<file path="src/rtl/bit_serializer.sv">
// Parallel-to-serial front end. Words arrive on a valid/ready handshake. A one-word hold
// buffer lets consecutive words stream out bit by bit with no idle cycle between them.
module bit_serializer #(
  parameter int NUM_BITS   = 8,
  parameter int MSB_FIRST  = 1,
  parameter int BIT_PERIOD = 1
) (
  input  logic                clk,
  input  logic                rst,
  input  logic [NUM_BITS-1:0] data_in,
  input  logic                load_valid,
  output logic                load_ready,
  output logic                serial_out,
  output logic                serial_valid,
  output logic                word_done,
  output logic                busy
);

  localparam int BW = (NUM_BITS > 1) ? $clog2(NUM_BITS) : 1;
  localparam int DW = (BIT_PERIOD > 1) ? $clog2(BIT_PERIOD) : 1;
  localparam logic [BW-1:0] LAST_BIT = BW'(NUM_BITS - 1);
  localparam logic [DW-1:0] LAST_DIV = DW'(BIT_PERIOD - 1);

  typedef enum logic {IDLE, SHIFT} state_t;

  state_t              state, state_nxt;
  logic [NUM_BITS-1:0] shift_reg, shift_nxt;
  logic [NUM_BITS-1:0] hold_reg, hold_nxt;
  logic                hold_full, hold_full_nxt;
  logic [BW-1:0]       bit_cnt, bit_nxt, idx_nxt;
  logic [DW-1:0]       div_cnt, div_nxt;
  logic                serial_nxt;
  logic                accept;
  logic                last_tick;

  assign load_ready   = !hold_full;
  assign serial_valid = (state == SHIFT);
  assign busy         = serial_valid;
  assign word_done    = last_tick;

  assign accept    = load_valid && load_ready;
  assign last_tick = (state == SHIFT) && (bit_cnt == LAST_BIT) && (div_cnt == LAST_DIV);

  always_comb begin
    // NOTE: every variable gets a default before the case so no path leaves it unassigned
    // (an unassigned path would infer a latch).
    state_nxt     = state;
    shift_nxt     = shift_reg;
    hold_nxt      = hold_reg;
    hold_full_nxt = hold_full;
    bit_nxt       = bit_cnt;
    div_nxt       = div_cnt;

    unique case (state)
      IDLE: begin
        if (accept) begin
          shift_nxt = data_in;
          bit_nxt   = '0;
          div_nxt   = '0;
          state_nxt = SHIFT;
        end
      end
      SHIFT: begin
        if (last_tick) begin
          bit_nxt = '0;
          div_nxt = '0;
          // Refill from the hold buffer first; a direct load is only possible when it is empty.
          if (hold_full) begin
            shift_nxt     = hold_reg;
            hold_full_nxt = 1'b0;
          end else if (accept) begin
            shift_nxt = data_in;
          end else begin
            state_nxt = IDLE;
          end
        end else begin
          if (div_cnt == LAST_DIV) begin
            div_nxt = '0;
            bit_nxt = bit_cnt + 1'b1;
          end else begin
            div_nxt = div_cnt + 1'b1;
          end
          if (accept) begin
            hold_nxt      = data_in;
            hold_full_nxt = 1'b1;
          end
        end
      end
      default: state_nxt = IDLE;
    endcase

    // serial_out is registered: precompute the bit that will be on the line after this edge.
    idx_nxt    = (MSB_FIRST != 0) ? (LAST_BIT - bit_nxt) : bit_nxt;
    serial_nxt = (state_nxt == SHIFT) && shift_nxt[idx_nxt];
  end

  // NOTE: sequential state uses non-blocking assignments only; the data registers are reset as
  // well so a discarded word can never leak out after reset.
  always_ff @(posedge clk or posedge rst) begin
    if (rst) begin
      state      <= IDLE;
      shift_reg  <= '0;
      hold_reg   <= '0;
      hold_full  <= 1'b0;
      bit_cnt    <= '0;
      div_cnt    <= '0;
      serial_out <= 1'b0;
    end else begin
      state      <= state_nxt;
      shift_reg  <= shift_nxt;
      hold_reg   <= hold_nxt;
      hold_full  <= hold_full_nxt;
      bit_cnt    <= bit_nxt;
      div_cnt    <= div_nxt;
      serial_out <= serial_nxt;
    end
  end

endmodule
</file>
<file path="config.mk">
export PLATFORM = sky130hd
export DESIGN_NAME = bit_serializer
export DESIGN_NICKNAME = d
export VERILOG_FILES = /design/src/rtl/bit_serializer.sv
export SDC_FILE = /design/constraint.sdc
export NUM_CORES = 1
export LEC_CHECK = 0
export CAP_MARGIN = 20
export CORE_MARGIN = 2
export CORE_UTILIZATION = 57
export CTS_CLUSTER_SIZE = 30
export DETAILED_ROUTE_END_ITERATION = 8
export PLACE_DENSITY = 0.82
export SLEW_MARGIN = 20
export SYNTH_ARGS = -nofsm -noshare
export SYNTH_HDL_FRONTEND = slang
export SYNTH_SLANG_ARGS = --single-unit
</file>
<file path="constraint.sdc">
create_clock -name clk -period 2.9 [get_ports clk]
set_input_delay 0.725 -clock clk [delete_from_list [all_inputs] [get_ports clk]]
set_output_delay 0.725 -clock clk [all_outputs]
set_load 0.03 [all_outputs]
</file>
==> results.cfg, run 1 <==
[power_and_ir_drop]
power_density_mw_per_mm2 = 1130
leakage_nw = 0.584
vdd_ir_drop_max_uv = 675

[worst_hold_path]
min_path_type = reg -> reg
worstHoldStart = hold_reg[5]
hold_end = hold_reg[5]
hold_depth = 1

[logic_synthesis]
yosysWarnings = 0
ys_seq_elements = 22
yosys.area.top_type = dfrtp_1
synth_top_area_share = 0.463
synth_cell_type_count = 30
postSynthAreaPerCell_um2 = 10.4
synth-main-ff-cell = dfrtp_1
synth_fp_nets = 127
netlist_area_mm2 = 0.00119
synth_edf_count = 0
synth.area.top_cells = dfrtp_1 46%, mux2_2 8.5%, nand2_1 6.9%
yosysSeqAreaShare = 0.463
netlist_instances = 114
async_flop_share = 1.00

[cells_and_area]
drive_gt1_frac = 0.200
area_delta_synth_final_pct = 16.6
most-common-layout-cells = 22 x nand2_1, 22 x dfrtp_1, 15 x clkdlybuf4s50_1, 10 x o21ai_0, 9 x mux2_2
stdcell_area_mm2 = 0.00139
nets = 144
diodes = 0

[placement]
place_area_mm2 = 0.00135
gp_congestion = 0.863
portBuffers = 15

[sta]
whs_ns = 0.510
finalCritPeriodShare = 0.964
rsz0062_at_grt = false
fmax_mhz = 358
hold_violations = 0
setup_viol = 0
fin_crit_ns = 2.80
finClkSkew_ns = 0.00205
tightestPinTransition_ns = 0.819
setup_tns_ns = 0
slew_headroom = 0.453
slew_violations = 0

[die]
die-width_um = 49.7
boundaryPins = 16
initial_core_util = 0.607
die_h_um = 49.7
row_count = 16
dieArea_mm2 = 0.00247
fp.coreArea_mm2 = 0.00196

[clock_tree]
cts_setup_buffers = 0
cts_buffers = 3
cts_hold_buf = 0
clock-root-buffer = clkbuf_4
cts_tree = done
clockBufferDepth = 2
htreeDepth = 1
clock_latency_ns = 0.31
cts_resized = 0
cts.sinks = 22
clk_pin_slew_ns = 0.12

[outcome]
status = finished, final reports clean

[route]
drt-total-wl_mm = 2.44
viasPerCell = 5.87
wire_per_inst_um = 15.5
drc = 0
vias = 921
antenna_left = 0
drt_iter0_markers = 37
drt-pass1-iter-count = 4

[setup_path]
r2r_start = bit_cnt[0]
cp_cell_sequence = ha_1, ha_1, inv_1, nor2_1, clkdlybuf4s50_1
endpoint_kind = output port
worstPathRequired_ns = 2.17
rrSetupSlack_ns = 0.66
worstSetupPathType = reg -> out
reg2reg_depth = 9
cp_data_arrival_time_ns = 2.07
cp_common_cell = ha_1
slowest_stage = clkdlybuf4s50_1
cp_max_fo = 3
timing.rr.end = serial_out
cp-start-kind = register
cpPeakStageDelay_ns = 0.71

[global_route]
grt_usage = 0.219
grt_max_degree = 23
gr-total-overflow = 0
grt_pass1_wl_mm = 4.03
antenna_found_initial = 0
grt_pass1_vias = 904

[run]
cap_viol_max_count = 0
## worst max-delay path by stage
stage,start,end,cells after the start
global placement,bit_cnt[0],word_done,5
CTS,bit_cnt[0],word_done,5
floorplan,bit_cnt[0],word_done,5
detailed placement,load_valid,serial_out,7
global route,bit_cnt[0],word_done,5
finish,bit_cnt[0],word_done,5
## report_power, final
| part | leakage [nW] | switching (mW) | internal [mW] |
|---|---|---|---|
| combinational | 0.315 | 0.470 | 0.378 |
| clock | 0.0210 | 0.0919 | 0.0768 |
| sequential | 0.247 | 0.0930 | 0.462 |
| total | 0.584 | 0.655 | 0.917 |
## kinds of logic (layout without fill, tap and decap cells)
group | Yosys count | in the layout | share of synthesized area
AND/OR/NAND/NOR | 40 | 40 | 0.182
AO/OA/AOI/OAI | 27 | 27 | 0.171
flip-flops | 22 | 22 | 0.463
buffers and inverters | 12 | 28 | 0.0599
multiplexers | 11 | 11 | 0.103
adder cells (fa/ha/maj) | 2 | 2 | 0.0210
## worst max-delay path, delay by kind of cell, from the launching register on
family	cells	cell delay (ns)
flops	1	0.46
buf+inv	2	0.77
fa+ha+maj	2	0.35
simple gates	1	0.18
## cells in the mapped netlist (2+ instances only)
cell type,instances
buf_6,2
mux2_2,9
a21oi_1,3
ha_1,2
nor3_1,2
nor2_1,2
inv_1,3
buf_4,2
dfrtp_1,22
o21ai_0,10
nand3b_1,4
buf_2,3
and3_1,2
a32oi_1,6
inv_2,2
nand2_1,22
or3_1,4
a211oi_1,2
## layout make-up
cell class                      count  area [µm²]
Timing Repair Buffer               19         180
Fill cell                         170         574
Multi-Input combinational cell     80         568
Inverter                            5        18.8
Tap cell                           27        33.8
Sequential cell                    22         551
Clock buffer                        4        36.3
## stage by stage
stage	std cells	util	setup slack, ns	total power [mW]
after global routing	157	0.707	0.0161	1.68
after detailed placement	153	0.689	0.363	1.41
after floorplan	114	-	0.837	1.20
after CTS	157	0.707	0.0822	1.58
final	157	0.707	0.104	1.57
after global placement	153	0.689	0.449	1.37
## layer usage
layer / routed length [µm] / vias up / GRT usage
li1: - / 443 / -
met1: 1040 / 438 / 0.287
met2: 1230 / 33 / 0.353
met3: 106 / 7 / 0.0242
met4: 62 / 0 / 0.120
met5: 0 / - / 0
Note: power is estimated with default switching activity, not from simulation.
==> run 2, diff against run 1 <==
--- a/config.mk
+++ b/config.mk
@@ -8,6 +8,7 @@
 export CAP_MARGIN = 20
 export CORE_MARGIN = 2
 export CORE_UTILIZATION = 57
+export CTS_CLUSTER_DIAMETER = 80
 export CTS_CLUSTER_SIZE = 30
 export DETAILED_ROUTE_END_ITERATION = 8
 export PLACE_DENSITY = 0.82
==> results of run 2 <==
No change in the layout: final DEF, timing and power equal those of run 1.
==> run 3, diff against run 2 <==
--- a/config.mk
+++ b/config.mk
@@ -5,7 +5,7 @@
 export SDC_FILE = /design/constraint.sdc
 export NUM_CORES = 1
 export LEC_CHECK = 0
-export CAP_MARGIN = 20
+export CAP_MARGIN = 25
 export CORE_MARGIN = 2
 export CORE_UTILIZATION = 57
 export CTS_CLUSTER_DIAMETER = 80
@@ -16,3 +16,4 @@
 export SYNTH_ARGS = -nofsm -noshare
 export SYNTH_HDL_FRONTEND = slang
 export SYNTH_SLANG_ARGS = --single-unit
+export TNS_END_PERCENT = 1
==> results of run 3 <==
No change in the layout: final DEF, timing and power equal those of run 1.
